### src/rtl/dict_value_compressor_prog_if.sv
// Bus bundle for the dictionary-value compressor.
// It groups the codebook load port, the serial bit input and the index output stream.
interface dict_value_compressor_prog_if #(
  parameter int CHUNK_SIZE = 4,
  parameter int INDEX_BITS = 3
);
  logic                  flush;
  logic                  cb_wr_en;
  logic [INDEX_BITS-1:0] cb_wr_addr;
  logic [CHUNK_SIZE-1:0] cb_wr_data;
  logic                  cb_clear;
  logic                  data_in;
  logic                  data_valid;
  logic                  data_ready;
  logic [INDEX_BITS-1:0] out_index;
  logic                  out_last;
  logic                  out_valid;
  logic                  out_ready;
  logic                  frame_done;

  modport master (
    output flush, cb_wr_en, cb_wr_addr, cb_wr_data, cb_clear,
    output data_in, data_valid, out_ready,
    input  data_ready, out_index, out_last, out_valid, frame_done
  );

  modport slave (
    input  flush, cb_wr_en, cb_wr_addr, cb_wr_data, cb_clear,
    input  data_in, data_valid, out_ready,
    output data_ready, out_index, out_last, out_valid, frame_done
  );
endinterface

### src/rtl/dict_value_compressor_prog.sv
// Serial-in dictionary-value compressor with a run-time loadable codebook.
// Each completed chunk is matched to its closest codebook entry, and the index is queued in a framed output FIFO.
module dict_value_compressor_prog #(
  parameter int CHUNK_SIZE    = 4,
  parameter int CODEBOOK_SIZE = 8,
  parameter int INDEX_BITS    = $clog2(CODEBOOK_SIZE),
  parameter int NUM_CHUNKS    = 32,
  parameter int FIFO_DEPTH    = 4
) (
  input logic                         clk,
  input logic                         rst_n,
  dict_value_compressor_prog_if.slave bus
);
  localparam int BC_W  = $clog2(CHUNK_SIZE + 1);
  localparam int CC_W  = $clog2(NUM_CHUNKS + 1);
  localparam int FC_W  = $clog2(FIFO_DEPTH + 1);
  localparam int PTR_W = $clog2(FIFO_DEPTH);
  localparam int PC_W  = $clog2(CHUNK_SIZE + 1);

  localparam logic [BC_W-1:0]  BitLast   = BC_W'(CHUNK_SIZE - 1);
  localparam logic [CC_W-1:0]  ChunkLast = CC_W'(NUM_CHUNKS - 1);
  localparam logic [FC_W-1:0]  FifoFull  = FC_W'(FIFO_DEPTH);
  localparam logic [PTR_W-1:0] PtrLast   = PTR_W'(FIFO_DEPTH - 1);

  logic [CHUNK_SIZE-1:0]    cb_q [CODEBOOK_SIZE];
  logic [CHUNK_SIZE-1:0]    cb_d [CODEBOOK_SIZE];
  logic [CODEBOOK_SIZE-1:0] cbValid_q, cbValid_d;

  logic [CHUNK_SIZE-2:0] shift_q, shift_d;
  logic [BC_W-1:0]       bitCnt_q, bitCnt_d;
  logic [CC_W-1:0]       chunkCnt_q, chunkCnt_d;

  // Each FIFO entry is {last, index}.
  logic [INDEX_BITS:0] fifo_q [FIFO_DEPTH];
  logic [INDEX_BITS:0] fifo_d [FIFO_DEPTH];
  logic [PTR_W-1:0]    rdPtr_q, rdPtr_d;
  logic [PTR_W-1:0]    wrPtr_q, wrPtr_d;
  logic [FC_W-1:0]     fifoCnt_q, fifoCnt_d;
  logic                frameDone_q, frameDone_d;

  logic                  cbWrHit;
  logic                  dataReady;
  logic                  outValid;
  logic                  accept;
  logic                  push;
  logic                  pop;
  logic [CHUNK_SIZE-1:0] chunk;
  logic [INDEX_BITS:0]   head;
  logic [PC_W-1:0]       chunkPc;
  logic [PC_W-1:0]       candPd, candHd;
  logic [PC_W-1:0]       bestPd, bestHd;
  logic [INDEX_BITS-1:0] bestIdx;
  logic                  found;

  function automatic logic [PC_W-1:0] popCount(input logic [CHUNK_SIZE-1:0] v);
    logic [PC_W-1:0] c;
    c = '0;
    for (int i = 0; i < CHUNK_SIZE; i++) c = c + PC_W'(v[i]);
    return c;
  endfunction

  function automatic logic [PC_W-1:0] absDiff(input logic [PC_W-1:0] a, input logic [PC_W-1:0] b);
    return (a >= b) ? (a - b) : (b - a);
  endfunction

  function automatic logic [PTR_W-1:0] ptrInc(input logic [PTR_W-1:0] p);
    return (p == PtrLast) ? '0 : p + PTR_W'(1);
  endfunction

  assign cbWrHit   = bus.cb_wr_en && (32'(bus.cb_wr_addr) < CODEBOOK_SIZE);
  assign dataReady = (fifoCnt_q != FifoFull);
  assign outValid  = (fifoCnt_q != '0);
  assign accept    = bus.data_valid && dataReady;
  assign push      = accept && (bitCnt_q == BitLast);
  assign pop       = outValid && bus.out_ready;
  assign chunk     = {shift_q, bus.data_in};
  assign head      = fifo_q[rdPtr_q];

  assign bus.data_ready = dataReady;
  assign bus.out_valid  = outValid;
  assign bus.out_index  = outValid ? head[INDEX_BITS-1:0] : '0;
  assign bus.out_last   = outValid && head[INDEX_BITS];
  assign bus.frame_done = frameDone_q;

  // Strict comparisons keep the earliest entry on a full tie, so the lowest index wins.
  always_comb begin
    chunkPc = popCount(chunk);
    bestIdx = '0;
    bestPd  = '0;
    bestHd  = '0;
    found   = 1'b0;
    candPd  = '0;
    candHd  = '0;
    for (int k = 0; k < CODEBOOK_SIZE; k++) begin
      candPd = absDiff(chunkPc, popCount(cb_q[k]));
      candHd = popCount(chunk ^ cb_q[k]);
      if (cbValid_q[k] && (!found || (candPd < bestPd) ||
                           ((candPd == bestPd) && (candHd < bestHd)))) begin
        found   = 1'b1;
        bestPd  = candPd;
        bestHd  = candHd;
        bestIdx = INDEX_BITS'(k);
      end
    end
  end

  always_comb begin
    cb_d      = cb_q;
    cbValid_d = cbValid_q;
    if (bus.cb_clear) begin
      cbValid_d = '0;
    end else if (cbWrHit) begin
      cb_d[bus.cb_wr_addr]      = bus.cb_wr_data;
      cbValid_d[bus.cb_wr_addr] = 1'b1;
    end
  end

  // Flush wins over the data path and the pop; the codebook path above is independent of it.
  always_comb begin
    shift_d     = shift_q;
    bitCnt_d    = bitCnt_q;
    chunkCnt_d  = chunkCnt_q;
    fifo_d      = fifo_q;
    rdPtr_d     = rdPtr_q;
    wrPtr_d     = wrPtr_q;
    fifoCnt_d   = fifoCnt_q;
    frameDone_d = 1'b0;
    if (bus.flush) begin
      shift_d    = '0;
      bitCnt_d   = '0;
      chunkCnt_d = '0;
      rdPtr_d    = '0;
      wrPtr_d    = '0;
      fifoCnt_d  = '0;
    end else begin
      if (accept) begin
        shift_d  = (CHUNK_SIZE - 1)'({shift_q, bus.data_in});
        bitCnt_d = push ? '0 : bitCnt_q + BC_W'(1);
      end
      if (push) begin
        fifo_d[wrPtr_q] = {(chunkCnt_q == ChunkLast), bestIdx};
        wrPtr_d         = ptrInc(wrPtr_q);
        chunkCnt_d      = (chunkCnt_q == ChunkLast) ? '0 : chunkCnt_q + CC_W'(1);
      end
      if (pop) begin
        rdPtr_d     = ptrInc(rdPtr_q);
        frameDone_d = head[INDEX_BITS];
      end
      unique case ({push, pop})
        2'b10:   fifoCnt_d = fifoCnt_q + FC_W'(1);
        2'b01:   fifoCnt_d = fifoCnt_q - FC_W'(1);
        default: fifoCnt_d = fifoCnt_q;
      endcase
    end
  end

  always_ff @(posedge clk or negedge rst_n) begin
    if (!rst_n) begin
      for (int k = 0; k < CODEBOOK_SIZE; k++) cb_q[k] <= '0;
      cbValid_q <= '0;
      shift_q   <= '0;
      bitCnt_q  <= '0;
      chunkCnt_q <= '0;
      for (int i = 0; i < FIFO_DEPTH; i++) fifo_q[i] <= '0;
      rdPtr_q     <= '0;
      wrPtr_q     <= '0;
      fifoCnt_q   <= '0;
      frameDone_q <= 1'b0;
    end else begin
      cb_q        <= cb_d;
      cbValid_q   <= cbValid_d;
      shift_q     <= shift_d;
      bitCnt_q    <= bitCnt_d;
      chunkCnt_q  <= chunkCnt_d;
      fifo_q      <= fifo_d;
      rdPtr_q     <= rdPtr_d;
      wrPtr_q     <= wrPtr_d;
      fifoCnt_q   <= fifoCnt_d;
      frameDone_q <= frameDone_d;
    end
  end
endmodule

### src/flat_wrapper.sv
// flat-port wrapper written by rule: the top's interface ports become plain ports
module dict_value_compressor_prog_flat 
#(
  parameter int CHUNK_SIZE    = 4,
  parameter int CODEBOOK_SIZE = 8,
  parameter int INDEX_BITS    = $clog2(CODEBOOK_SIZE),
  parameter int NUM_CHUNKS    = 32,
  parameter int FIFO_DEPTH    = 4
)
  (clk, rst_n, bus_flush, bus_cb_wr_en, bus_cb_wr_addr, bus_cb_wr_data, bus_cb_clear, bus_data_in, bus_data_valid, bus_out_ready, bus_data_ready, bus_out_index, bus_out_last, bus_out_valid, bus_frame_done);
  dict_value_compressor_prog_if #(.CHUNK_SIZE(CHUNK_SIZE), .INDEX_BITS(INDEX_BITS)) bus_i ();
  input logic clk;
  input logic rst_n;
  input wire logic [$bits(bus_i.flush)-1:0] bus_flush;
  input wire logic [$bits(bus_i.cb_wr_en)-1:0] bus_cb_wr_en;
  input wire logic [$bits(bus_i.cb_wr_addr)-1:0] bus_cb_wr_addr;
  input wire logic [$bits(bus_i.cb_wr_data)-1:0] bus_cb_wr_data;
  input wire logic [$bits(bus_i.cb_clear)-1:0] bus_cb_clear;
  input wire logic [$bits(bus_i.data_in)-1:0] bus_data_in;
  input wire logic [$bits(bus_i.data_valid)-1:0] bus_data_valid;
  input wire logic [$bits(bus_i.out_ready)-1:0] bus_out_ready;
  output wire logic [$bits(bus_i.data_ready)-1:0] bus_data_ready;
  output wire logic [$bits(bus_i.out_index)-1:0] bus_out_index;
  output wire logic [$bits(bus_i.out_last)-1:0] bus_out_last;
  output wire logic [$bits(bus_i.out_valid)-1:0] bus_out_valid;
  output wire logic [$bits(bus_i.frame_done)-1:0] bus_frame_done;
  assign bus_i.flush = bus_flush;
  assign bus_i.cb_wr_en = bus_cb_wr_en;
  assign bus_i.cb_wr_addr = bus_cb_wr_addr;
  assign bus_i.cb_wr_data = bus_cb_wr_data;
  assign bus_i.cb_clear = bus_cb_clear;
  assign bus_i.data_in = bus_data_in;
  assign bus_i.data_valid = bus_data_valid;
  assign bus_i.out_ready = bus_out_ready;
  assign bus_data_ready = bus_i.data_ready;
  assign bus_out_index = bus_i.out_index;
  assign bus_out_last = bus_i.out_last;
  assign bus_out_valid = bus_i.out_valid;
  assign bus_frame_done = bus_i.frame_done;
  dict_value_compressor_prog #(.CHUNK_SIZE(CHUNK_SIZE), .CODEBOOK_SIZE(CODEBOOK_SIZE), .INDEX_BITS(INDEX_BITS), .NUM_CHUNKS(NUM_CHUNKS), .FIFO_DEPTH(FIFO_DEPTH)) u_core (.clk(clk), .rst_n(rst_n), .bus(bus_i));
endmodule
### config.mk
export PLATFORM = sky130hd
export DESIGN_NAME = dict_value_compressor_prog_flat
export DESIGN_NICKNAME = d
export VERILOG_FILES = /design/src/rtl/dict_value_compressor_prog_if.sv /design/src/rtl/dict_value_compressor_prog.sv /design/src/flat_wrapper.sv
export SDC_FILE = /design/constraint.sdc
export NUM_CORES = 1
export LEC_CHECK = 0
export BUFFER_PORTS_ARGS = -buffer_cell sky130_fd_sc_hd__buf_2
export CORE_MARGIN = 3
export CORE_UTILIZATION = 65
export DETAILED_ROUTE_END_ITERATION = 7
export GPL_TIMING_DRIVEN = 0
export PLACE_DENSITY = 0.83
export SKIP_CTS_REPAIR_TIMING = 1
export SYNTH_ARGS = -nofsm -noshare
export SYNTH_HDL_FRONTEND = slang
export SYNTH_SLANG_ARGS = --single-unit
### constraint.sdc
create_clock -name clk -period 24.5 [get_ports clk]
set_input_delay 2.45 -clock clk [delete_from_list [all_inputs] [get_ports clk]]
set_output_delay 2.45 -clock clk [all_outputs]
set_load 0.03 [all_outputs]
# Yosys cells after proc, flatten, opt, wreduce, memory -nomap -nowiden
# Index checks and enable logic that the tools add are counted.
[word_totals]
out_inout_bits = 7
input_bits = 15
register_bits = 76
[classes]
n_reduce_logical = 50
eq_ne = 14
bitwise = 14
muxes = 68
add_sub_neg = 73
n_lt_le_gt_ge = 29
[ops]
columns = ["cell", "n"]
rows = [
  ["$add 3x1->3", 34],
  ["$mux 3", 33],
  ["$sub 3x3->3", 16],
  ["$lt 3x3->1", 14],
  ["$add 1x1->2", 17],
  ["$bwmux 32", 1],
  ["$xor 4x4->4", 8],
  ["$ge 3x3->1", 8],
  ["$eq 3x3->1", 7],
  ["$logic_and 1x1->1", 21],
  ["$mux 6", 3],
  ["$bwmux 16", 1],
  ["$mux 2", 8],
  ["$mux 4", 4],
  ["$mux 8", 2],
  ["$logic_or 1x1->1", 14],
  ["$demux 4 s3", 1],
  ["$mux 1", 11],
  ["$bmux 4 s2", 1],
  ["$demux 4 s2", 1],
  ["$or 8x8->8", 1],
  ["$reduce_bool 2->1", 4],
  ["$logic_not 1->1", 7],
  ["$add 3x1->3 const B", 2],
  ["21 further kinds", 29],
]

# Longest topological paths before layout
# Gate-level depths: netlist (run 1).
[logic_depth]
word_depth = 42
mapped_depth = 73

# Least setup slack after synthesis (run 1)
# OpenSTA, ideal clock, no wires.
[synth_timing]
path_type = "input port to flip-flop"
from = "input bus_data_in"
to = "register u_core.fifo_q[0] (netlist name)"
setup_ns = 0.148
path_stages = 67
path_slack_ns = 9.370
n_path_buf = 4
required_time_ns = 24.352
arrival_time_ns = 14.983
cell_sequence = "ha_1 -> inv_1 -> fa_1 -> inv_1 -> ha_1 -> buf_6 -> xnor2_2 -> ha_1 -> or4_4 -> and2_1 -> xor2_1 -> ha_1 -> and4b_1 -> o211ai_1 -> o21a_1 -> clkbuf_1 -> nor2_1 -> a21oi_1 -> [31 not listed] -> buf_2 -> mux2i_1 -> ha_1 -> nand4b_1 -> a21oi_1 -> or4bb_1 -> o21ai_1 -> nor2_1 -> a221oi_2 -> ha_1 -> nand4b_1 -> a21oi_1 -> a21boi_0 -> o31a_1 -> nor4b_1 -> a22oi_1 -> nand3_1 -> a41oi_1"
[synth_via]
elab_chain_cells = 42
[synth_lines]
columns = ["item", "line", "source"]
rows = [
  ["from (decl)", "flat_wrapper.sv:19", "input wire logic [$bits(bus_i.data_in)-1:0] bus_data_in;"],
  ["$add 1x1->2", "dict_value_compressor_prog.sv:58", "for (int i = 0; i < CHUNK_SIZE; i++) c = c + PC_W'(v[i]);"],
  ["$add 3x1->3 (2 in a row)", "dict_value_compressor_prog.sv:58", ""],
  ["$sub 3x3->3 / $ge 3x3->1 (equally long branches)", "dict_value_compressor_prog.sv:63", "return (a >= b) ? (a - b) : (b - a);"],
  ["$mux 3", "dict_value_compressor_prog.sv:63", ""],
  ["$mux 3", "dict_value_compressor_prog.sv:97", "if (cbValid_q[k] && (!found || (candPd < bestPd) ||"],
  ["$lt 3x3->1 / $eq 3x3->1 (equally long branches)", "dict_value_compressor_prog.sv:97, dict_value_compressor_prog.sv:98", ""],
  ["$logic_or 1x1->1 / $logic_and 1x1->1 (equally long branches)", "dict_value_compressor_prog.sv:97, dict_value_compressor_prog.sv:98", ""],
  ["$logic_or 1x1->1", "dict_value_compressor_prog.sv:97", ""],
  ["[25 not listed]", "n/a", ""],
  ["$logic_and 1x1->1", "dict_value_compressor_prog.sv:97", ""],
  ["$mux 3 / $mux 1 (equally long branches)", "dict_value_compressor_prog.sv:97", ""],
  ["$lt 3x3->1 (tied with other cells)", "dict_value_compressor_prog.sv:97", ""],
  ["$logic_or 1x1->1 / $logic_and 1x1->1 (equally long branches)", "dict_value_compressor_prog.sv:97, dict_value_compressor_prog.sv:98", ""],
  ["$logic_or 1x1->1", "dict_value_compressor_prog.sv:97", ""],
  ["$logic_and 1x1->1", "dict_value_compressor_prog.sv:97", ""],
  ["$mux 3 (*)", "dict_value_compressor_prog.sv:97", ""],
  ["$bwmux 16 (*)", "dict_value_compressor_prog.sv:141", "fifo_d[wrPtr_q] = {(chunkCnt_q == ChunkLast), bestIdx};"],
  ["to (signal assigned)", "dict_value_compressor_prog.sv:175", "fifo_q <= fifo_d;"],
  ["to (decl)", "dict_value_compressor_prog.sv:34", "logic [INDEX_BITS:0] fifo_q [FIFO_DEPTH];"],
]
# Every way passes the cells marked *; elsewhere a longest branch is shown, timed or not.
# A chain may end at the register's enable or synchronous reset.

# Final worst setup path (run 1)
# Same ends and word-level chain as after synthesis.

==> run_results.csv, run 1 <==
group,metric,value,unit
status,status,"finished clean",
detailed_routing,ant_nets,0,
setup_path,endpoint,"u_core.fifo_q[0]",
placement,gp_congestion,0.915,
die,die_w,116,um
power_and_ir_drop,seqPwrFrac,0.155,
sta,fmax,0.0561,GHz
power_and_ir_drop,comb_power_share,0.690,
clock_tree,insertion_delay,0.33,ns
cells_and_area,drive_above_1_share,0.128,
clock_tree,cts_tree,"done",
detailed_routing,first_pass_iters,7,
sta,worst_pin_slew,0.939,ns
setup_path,slowest_stage,"fa_1",
synth,syn_nets,996,
setup_path,worstSetupPathType,"in2reg",
global_routing,grt_pass1_vias,6555,
setup_path,worstPathMaxFanout,10,
sta,finalSetupTns,0,ns
die,placementRows,39,
cells_and_area,nets,1028,
synth,synth-seq-cells,76,
power_and_ir_drop,p_int,560,uW
sta,fin_crit,17.82,ns
detailed_routing,via_per_inst,6.28,
min_path,worstHoldPathType,"reg2reg",
clock_tree,cts.clk_slew.worst_paths,0.06,ns
detailed_routing,drtIter0Drc,502,
placement,portBuffers,21,
setup_path,startpoint,"bus_data_in",
synth,synth_area_per_cell,9.21,um2
setup_path,cp.required,24.68,ns
clock_tree,cts_buffer_depth,2,
setup_path,path_common_cell,"ha_1",
global_routing,grt_max_degree,77,
global_routing,antenna_found_initial,0,
power_and_ir_drop,powerDensity,123,mW/mm2
setup_path,start_kind,"input pin",
sta,slew_headroom,0.374,
cells_and_area,diodes,0,
clock_tree,numCtsBuffers,9,
detailed_routing,vias,6454,
setup_path,r2r_slack,7.96,ns
clock_tree,cts_root_buf,"clkbuf_16",
power_and_ir_drop,p_sw_frac,0.461,
power_and_ir_drop,leakage,4.04,nW
die,coreArea,0.0116,mm2
global_routing,grt_overflow_total,0,
cells_and_area,fin_area,0.00845,mm2
power_and_ir_drop,switchingPower,480,uW
placement,placed_area,0.00809,mm2
sta,setup_slack,6.68,ns
sta,clock_skew,0.00785,ns
synth,yosysUniqueCellTypes,85,
sta,rsz0062_at_grt,"no",
synth,synth_area,0.00780,mm2
sta,hold_viol_final,0,
detailed_routing,wl_per_cell,19.1,um
sta,setup_violations,0,
cells_and_area,final_core_util,0.731,
synth,ys_async_sr_fraction,1.00,
detailed_routing,totalWireLength,19600,um
sta,finalCritPeriodShare,0.727,
setup_path,cpPeakStageDelay,0.57,ns
power_and_ir_drop,fin_total_pwr,1.04,mW
detailed_routing,drc,0,
setup_path,arrival,18.00,ns
setup_path,r2r-end,"u_core.fifo_q[0]",
setup_path,r2r-start,"u_core.shift_q[1]",
die,dieArea,0.0133,mm2
setup_path,reg2reg_depth,69,
synth,synth_edf_count,0,
sta,slew_viol_final,0,
setup_path,end_kind,"flop",
synth,synthFlopType,"dfrtp_1",
synth,synth_warnings,0,
die,io_pins,22,
die,die_h,116,um
global_routing,grt_use_total,0.306,
die,start_util,0.674,
cells_and_area,syn_to_final_growth,8.36,%
placement,preCtsSetupSlack,6.62,ns
power_and_ir_drop,p_clk_frac,0.155,
placement,place_hpwl,15000,um
synth,netlist_instances,847,
clock_tree,htreeDepth,3,
power_and_ir_drop,vdd_ir_drop_max,0.0760,mV
synth,yosysSeqAreaShare,0.244,
global_routing,grt_pass1_wl,32100,um
job,drv_cap,0,
clock_tree,clkSinkCount,76,
-- power groups by stage --
stage / Clock, mW / Sequential (mW) / Combinational [mW]
after floorplan: 0 / 0.157 / 0.540
after global placement: 0 / 0.160 / 0.661
after detailed placement: 0 / 0.162 / 0.704
after CTS: 0.162 / 0.161 / 0.710
after global routing: 0.167 / 0.163 / 0.810
final: 0.161 / 0.161 / 0.719
-- worst min path at each step --
stage                           start           endpoint  slack, ns  cells past startpoint
finish              u_core.fifo_q[11]  u_core.fifo_q[11]       0.48                      2
global route         u_core.fifo_q[3]   u_core.fifo_q[3]       0.51                      2
CTS                 u_core.fifo_q[11]  u_core.fifo_q[11]       0.48                      2
detailed placement  u_core.fifo_q[11]  u_core.fifo_q[11]       0.47                      2
global placement     u_core.fifo_q[3]   u_core.fifo_q[3]       0.46                      2
floorplan            u_core.fifo_q[7]   u_core.fifo_q[7]       0.44                      2
-- logic make-up after synthesis --
| kind of cell | count (synthesis) | synth area share |
|---|---|---|
| buffers and inverters | 133 | 0.0656 |
| multiplexers | 58 | 0.0892 |
| XOR/XNOR | 53 | 0.0614 |
| AND/OR/NAND/NOR | 226 | 0.155 |
| adder cells (fa/ha/maj) | 134 | 0.234 |
| AO/OA/AOI/OAI | 167 | 0.151 |
| flip-flops | 76 | 0.244 |
-- critical path, delay by kind of cell --
family | cells | cell delay [ns]
mux | 3 | 0.79
buf+inv | 11 | 2.15
compound gates | 25 | 5.47
simple gates | 20 | 3.51
fa+ha+maj | 11 | 3.59
-- cell usage after synthesis (16+ instances only) --
cell / count / share of area
ha_1: 114 / 0.18
inv_1: 113 / 0.054
dfrtp_1: 76 / 0.24
nand2_1: 70 / 0.034
a21oi_1: 53 / 0.034
o21ai_0: 42 / 0.027
nor2_1: 39 / 0.019
mux2_2: 38 / 0.055
xor2_1: 26 / 0.029
xnor2_1: 25 / 0.028
fa_1: 20 / 0.051
nand3_1: 17 / 0.011
nor3_1: 16 / 0.010
-- final cells by class --
| class | instances | area (um2) |
|---|---|---|
| clock inverters | 6 | 136 |
| repair buffers | 21 | 108 |
| inverters | 114 | 428 |
| well taps | 143 | 179 |
| plain buffers | 19 | 83.8 |
| multi-input cells | 638 | 5390 |
| fillers | 827 | 3110 |
| clock buffers | 10 | 229 |
| flip-flops and latches | 76 | 1900 |
-- through the flow --
stage / hold slack (ns) / cells
floorplan: 0.445 / 847
global placement: 0.459 / 1011
detailed placement: 0.471 / 1011
CTS: 0.485 / 1027
global route: 0.515 / 1027
finish: 0.483 / 1027
-- per-layer routing --
layer / vias up / global-route usage / share of wire
met2: 282 / 0.520 / 0.48
met1: 3091 / 0.403 / 0.43
li1: 3029 / - / -
met3: 52 / 0.0397 / 0.066
met4: 0 / 0.106 / 0.026
met5: - / 0 / 0
-- sequential cells by signal, indices dropped and copies added, names as in the netlist --
register               cells
u_core.bitCnt_q            3
u_core.shift_q             3
u_core.wrPtr_q             2
u_core.rdPtr_q             2
u_core.chunkCnt_q          6
u_core.cb_q               32
u_core.bus.frame_done      1
u_core.fifoCnt_q           3
u_core.fifo_q             16
u_core.cbValid_q           8
-- cells in the final DEF (no fill, tap or decap), types with 6 or more instances in the layout --
master / Yosys / final
nand3b_1: 8 / 8
nand3_1: 17 / 17
nor2b_1: 6 / 6
ha_1: 114 / 114
nor2_1: 39 / 39
xnor2_1: 25 / 25
clkbuf_1: 15 / 16
nand4b_1: 6 / 6
clkbuf_16: 0 / 9
o21a_1: 7 / 7
mux2i_1: 14 / 14
o21ai_0: 42 / 42
inv_1: 113 / 113
dfrtp_1: 76 / 76
mux2_2: 38 / 38
and2_1: 11 / 11
nand2_1: 70 / 70
fa_1: 20 / 20
nor3_1: 16 / 16
nand2b_1: 10 / 10
a21o_1: 10 / 10
a21oi_1: 53 / 53
buf_2: 1 / 21
xor2_1: 26 / 26
Note: power is estimated with default switching activity, not from simulation.
==> run 2: changes to the inputs <==
Settings changed: ABC_AREA from default to 1, CORE_UTILIZATION 65 to 58, PLACE_DENSITY 0.83 to 0.78.
Clock period 24.5 ns to 14.9 ns, I/O delays scaled along.
==> run 2 against run 1 <==
Effect of this change: area after synthesis fell by 7.3%; first-iteration DRC count is 47% lower; cell area decreased by 6.7%; sequential share of layout area rose by 1.6 points; die area increased by 3.7%; via count shrank 8.6%; clock skew about the same; sequential cell count is the same; wire length decreased by 23%; global-route usage decreased by 7.8 points; worst setup slack got worse by 5.2 ns; critical path depth is 2 lower; highest routed layer unchanged.
==> run_results.csv, run 2 <==
group,metric,value,unit
status,status,"finished clean",
synth,yosysUniqueCellTypes,34,
detailed_routing,drtIter0Drc,264,
detailed_routing,wl_met2,7320,um
power_and_ir_drop,fin_total_pwr,1.44,mW
die,io_pins,22,
setup_path,path_common_cell,"nand2_1",
setup_path,cpPeakStageDelay,0.82,ns
die,placementRows,40,
synth,synth_area,0.00723,mm2
job,drv_cap,0,
clock_tree,clkSinkCount,76,
power_and_ir_drop,p_clk_frac,0.154,
synth,synth_top_area_frac,0.263,
global_routing,grt_overflow_total,0,
power_and_ir_drop,vdd_ir_drop_max,0.119,mV
min_path,worstHoldPathType,"reg2reg",
setup_path,r2r_slack,1.92,ns
clock_tree,htreeDepth,3,
setup_path,worstSetupPathType,"in2reg",
sta,slew_headroom,0.480,
detailed_routing,ant_nets,0,
synth,ys_top_cells_by_area,"dfrtp_1 26%, ha_1 20%, nand2_1 11%",
setup_path,slowest_stage,"fa_1",
placement,place_hpwl,12500,um
power_and_ir_drop,seqPwrFrac,0.182,
power_and_ir_drop,p_sw_frac,0.465,
detailed_routing,totalWireLength,15200,um
setup_path,end_kind,"flop",
synth,synth_edf_count,0,
clock_tree,cts_tree,"done",
synth,synth.most_common_cell,"nand2_1",
die,die_w,118,um
clock_tree,cts_root_buf,"clkbuf_16",
placement,portBuffers,20,
setup_path,start_kind,"input pin",
sta,slew_viol_final,0,
sta,rsz0062_at_grt,"no",
synth,synth_warnings,0,
power_and_ir_drop,switchingPower,670,uW
cells_and_area,diodes,0,
global_routing,grt_use_total,0.227,
die,dieArea,0.0138,mm2
clock_tree,numCtsBuffers,9,
setup_path,worstPathMaxFanout,10,
cells_and_area,layout.area.seq,0.00190,mm2
sta,fin_crit,13.38,ns
synth,synth_xor_area_frac,0.0663,
synth,yosysSeqAreaShare,0.263,
synth,synthSimpleGateAreaFrac,0.200,
synth,synthAdderAreaFrac,0.253,
cells_and_area,final.fill_count,1072,
cells_and_area,layout_common_cells,"219 x nand2_1, 168 x inv_1, 114 x ha_1",
cells_and_area,nets,1125,
global_routing,grt_max_degree,63,
power_and_ir_drop,comb_power_share,0.664,
detailed_routing,via_per_inst,5.13,
sta,hold_viol_final,0,
synth,syn_nets,1093,
power_and_ir_drop,p_int,773,uW
global_routing,antenna_found_initial,0,
detailed_routing,wl_met3,505,um
synth,synth-seq-cells,76,
cells_and_area,drive_above_1_share,0.0754,
die,die_h,118,um
clock_tree,cts.clk_slew.worst_paths,0.06,ns
cells_and_area,syn_to_final_growth,9.00,%
clock_tree,cts_buffer_depth,2,
synth,synthFlopType,"dfrtp_1",
power_and_ir_drop,powerDensity,183,mW/mm2
placement,gp_congestion,0.853,
sta,finalSetupTns,0,ns
setup_path,arrival,13.60,ns
detailed_routing,highest_layer,"met4",
placement,dp_cells,1133,
detailed_routing,met1Wirelength,7220,um
sta,worst_pin_slew,0.779,ns
cells_and_area,largestRegisters,"u_core.cb_q x32, u_core.fifo_q x16, u_core.cbValid_q x8",
cells_and_area,largest-register,"u_core.cb_q",
die,coreArea,0.0121,mm2
sta,clock_skew,0.00792,ns
die,start_util,0.597,
synth,synthTopCellsByCount,"219 x nand2_1, 168 x inv_1, 114 x ha_1",
sta,fmax,0.0747,GHz
clock_tree,insertion_delay,0.33,ns
synth,synth_top_family_by_area,"adder cells",
cells_and_area,final_cells,1149,
synth,ys_async_sr_fraction,1.00,
placement,placed_area,0.00757,mm2
global_routing,grt_pass1_wl,26400,um
detailed_routing,first_pass_iters,5,
cells_and_area,fin_area,0.00788,mm2
power_and_ir_drop,leakage,4.31,nW
synth,synth.area.mux_share,0.0109,
cells_and_area,multi_input_area,0.00462,mm2
sta,finalCritPeriodShare,0.898,
cells_and_area,largest_reg_flops,32,
synth,synth_area_leader_cell,"dfrtp_1",
synth,synth_compound_area_frac,0.109,
cells_and_area,layout_commonest_cell,"nand2_1",
synth,synth_area_per_cell,7.66,um2
detailed_routing,vias,5898,
sta,setup_violations,0,
synth,netlist_instances,944,
global_routing,grt_pass1_vias,5718,
detailed_routing,drc,0,
setup_path,cp.required,15.12,ns
detailed_routing,wl_per_cell,13.2,um
-- run 2: power groups by stage --
stage	Combinational, mW	Clock, mW	Sequential, mW
detailed placement	0.956	0	0.265
CTS	0.963	0.223	0.262
global route	1.13	0.231	0.267
floorplan	0.761	0	0.259
global placement	0.926	0	0.265
finish	0.958	0.221	0.263
-- run 2: final timing paths --
| path | from | end | depth (start not counted) |
|---|---|---|---|
| max | bus_data_in | u_core.fifo_q[8] | 68 |
| min | u_core.fifo_q[10] | u_core.fifo_q[10] | 2 |
| max reg2reg | u_core.shift_q[1] | u_core.fifo_q[8] | 67 |
| min reg2reg | u_core.fifo_q[10] | u_core.fifo_q[10] | 2 |
| max in group asynchronous | rst_n | u_core.cb_q[7] | 2 |
| min in group asynchronous | rst_n | u_core.fifo_q[4] | 1 |
-- run 2: logic make-up (layout without fill, tap and decap cells) --
family | Yosys count | in the layout
compound gates | 143 | 143
xor+xnor | 53 | 53
fa+ha+maj | 134 | 134
buf+inv | 187 | 224
flops | 76 | 76
mux | 7 | 7
simple gates | 344 | 344
-- run 2: through the flow --
step                      hold slack (ns)  setup WS, ns   util
after floorplan                     0.444          3.42      -
after global placement              0.458          1.28  0.623
after detailed placement            0.466          1.15  0.625
after CTS                           0.481          1.46  0.651
after global routing                0.512         0.229  0.651
final                               0.483          1.52  0.651
-- run 2: metal layers --
layer | GRT usage | up-vias
met1 | 0.312 | 2715
met4 | 0.0374 | 0
met3 | 0.0298 | 13
met2 | 0.392 | 81
li1 | - | 3089
met5 | 0 | -
-- run 2: cell type report --
cell class	count	area share
inverters	172	0.0819
flip-flops and latches	76	0.241
repair buffers	21	0.0165
well taps	168	0.0267
plain buffers	15	0.00873
clock buffers	10	0.0303
clock inverters	6	0.00905
multi-input cells	681	0.586
-- run 2: critical path, delay by kind of cell --
kind | cells | cell delay [ns]
and+or+nand+nor | 34 | 2.91
adders and majority gates | 11 | 3.98
buffers and inverters | 10 | 1.89
AOI/OAI and AO/OA | 13 | 3.29
==> run 3: changes to the inputs <==
Settings changed: PLACE_DENSITY 0.78 to default, PLACE_DENSITY_LB_ADDON from default to 0.08.
==> run 3 against run 2 <==
Effect of this change: via count down 0.75%; die area did not move; combinational power up 2%; sequential cell count unchanged; final cell count about the same; worst setup slack got worse by 0.0070 ns; clock power up 4%; fmax about the same; non-clock buffer count is the same; power increased by 1.5%; critical path type unchanged; highest routed layer unchanged.
==> run_results.csv, run 3 (synthesized netlist as in run 2, its figures left out) <==
group,metric,value,unit
status,status,"finished clean",
setup_path,cp.required,15.12,ns
die,die_h,118,um
die,coreArea,0.0121,mm2
cells_and_area,largest_reg_flops,32,
detailed_routing,ant_nets,0,
setup_path,end_kind,"flop",
power_and_ir_drop,p_int,788,uW
setup_path,r2r-start,"u_core.shift_q[1]",
clock_tree,htreeDepth,3,
power_and_ir_drop,p_sw_frac,0.462,
detailed_routing,vias,5854,
min_path,min_from,"u_core.fifo_q[8]",
setup_path,worstPathMaxFanout,10,
detailed_routing,wl_per_cell,13.2,um
power_and_ir_drop,comb_power_share,0.664,
cells_and_area,drive_above_1_share,0.0745,
cells_and_area,syn_to_final_growth,9.07,%
sta,finalSetupTns,0,ns
sta,finalCritPeriodShare,0.899,
global_routing,grt_max_degree,57,
placement,preCtsSetupSlack,1.28,ns
power_and_ir_drop,leakage,4.32,nW
detailed_routing,first_pass_iters,5,
setup_path,arrival,13.61,ns
clock_tree,clkSinkCount,76,
sta,rsz0062_at_grt,"no",
sta,clock_skew,0.00571,ns
power_and_ir_drop,p_clk_frac,0.157,
global_routing,grt_pass1_vias,5526,
die,placementRows,40,
cells_and_area,largestRegisters,"u_core.cb_q x32, u_core.fifo_q x16, u_core.cbValid_q x8",
detailed_routing,drtIter0Drc,330,
placement,gp_congestion,0.855,
detailed_routing,drc,0,
setup_path,cpPeakStageDelay,0.86,ns
die,io_pins,22,
sta,slew_viol_final,0,
setup_path,slowest_stage,"fa_1",
sta,fin_crit,13.39,ns
setup_path,worstSetupPathType,"in2reg",
clock_tree,cts_root_buf,"clkbuf_16",
sta,setup_violations,0,
placement,dp_cells,1133,
sta,fmax,0.0747,GHz
power_and_ir_drop,seqPwrFrac,0.179,
clock_tree,insertion_delay,0.33,ns
global_routing,grt_pass1_wl,26100,um
min_path,worstHoldPathType,"reg2reg",
clock_tree,cts_tree,"done",
setup_path,start_kind,"input pin",
cells_and_area,layout_commonest_cell,"nand2_1",
clock_tree,cts_buffer_depth,2,
power_and_ir_drop,switchingPower,677,uW
detailed_routing,via_per_inst,5.10,
placement,place_hpwl,12400,um
cells_and_area,nets,1125,
die,start_util,0.597,
power_and_ir_drop,powerDensity,186,mW/mm2
die,die_w,118,um
cells_and_area,largest-register,"u_core.cb_q",
cells_and_area,final_cells,1148,
global_routing,grt_overflow_total,0,
setup_path,startpoint,"bus_data_in",
sta,slew_headroom,0.477,
placement,portBuffers,20,
power_and_ir_drop,vdd_ir_drop_max,0.117,mV
global_routing,grt_use_total,0.228,
clock_tree,cts.clk_slew.worst_paths,0.06,ns
detailed_routing,totalWireLength,15200,um
die,dieArea,0.0138,mm2
setup_path,path_common_cell,"nand2_1",
clock_tree,numCtsBuffers,9,
sta,hold_viol_final,0,
power_and_ir_drop,fin_total_pwr,1.47,mW
job,drv_cap,0,
sta,worst_pin_slew,0.784,ns
cells_and_area,layout_common_cells,"219 x nand2_1, 168 x inv_1, 114 x ha_1",
cells_and_area,diodes,0,
sta,setup_slack,1.51,ns
global_routing,antenna_found_initial,0,
[run 3: worst max-delay path: cells and delay by family]
| family | cells | cell delay (ns) |
|---|---|---|
| adder cells (fa/ha/maj) | 11 | 4.00 |
| AO/OA/AOI/OAI | 13 | 3.36 |
| AND/OR/NAND/NOR | 34 | 2.91 |
| buffers and inverters | 10 | 1.86 |
[run 3: final cells by class]
class	count	area, um2
multi-input combinational	681	4620
sequential	76	1900
timing repair buffer	21	130
tap	168	210
fill	1111	4220
buffer	15	68.8
clock buffer	9	225
clock inverter	6	90.1
inverter	172	646
[run 3: layer usage]
layer / wire [um] / global-route usage / part of all wire
met1: 7520 / 0.320 / 0.49
met2: 6960 / 0.374 / 0.46
met3: 467 / 0.0293 / 0.031
met4: 264 / 0.0608 / 0.017
met5: 0 / 0 / 0
[run 3: final timing paths]
path / end / slack, ns / depth (start not counted)
min reg2reg: u_core.fifo_q[8] / 0.47 / 2
max reg2reg: u_core.fifo_q[9] / 1.91 / 67
max in group asynchronous: u_core.cbValid_q[6] / 13.30 / 2
max: u_core.fifo_q[9] / 1.51 / 68
min: u_core.fifo_q[8] / 0.47 / 2
min in group asynchronous: u_core.chunkCnt_q[0] / 1.04 / 1
[run 3: stage by stage]
| step | hold WS, ns | instance area (um2) | util |
|---|---|---|---|
| floorplan | 0.444 | 7230 | - |
| global placement | 0.460 | 7540 | 0.623 |
| detailed placement | 0.464 | 7570 | 0.625 |
| CTS | 0.477 | 7890 | 0.651 |
| global route | 0.500 | 7890 | 0.651 |
| finish | 0.474 | 7890 | 0.651 |
[run 3: power groups by stage]
| stage | registers [mW] | clock network (mW) | logic, mW |
|---|---|---|---|
| after floorplan | 0.259 | 0 | 0.761 |
| final | 0.262 | 0.230 | 0.973 |
| after global routing | 0.267 | 0.242 | 1.13 |
| after global placement | 0.264 | 0 | 0.948 |
| after CTS | 0.262 | 0.233 | 0.976 |
| after detailed placement | 0.265 | 0 | 0.968 |
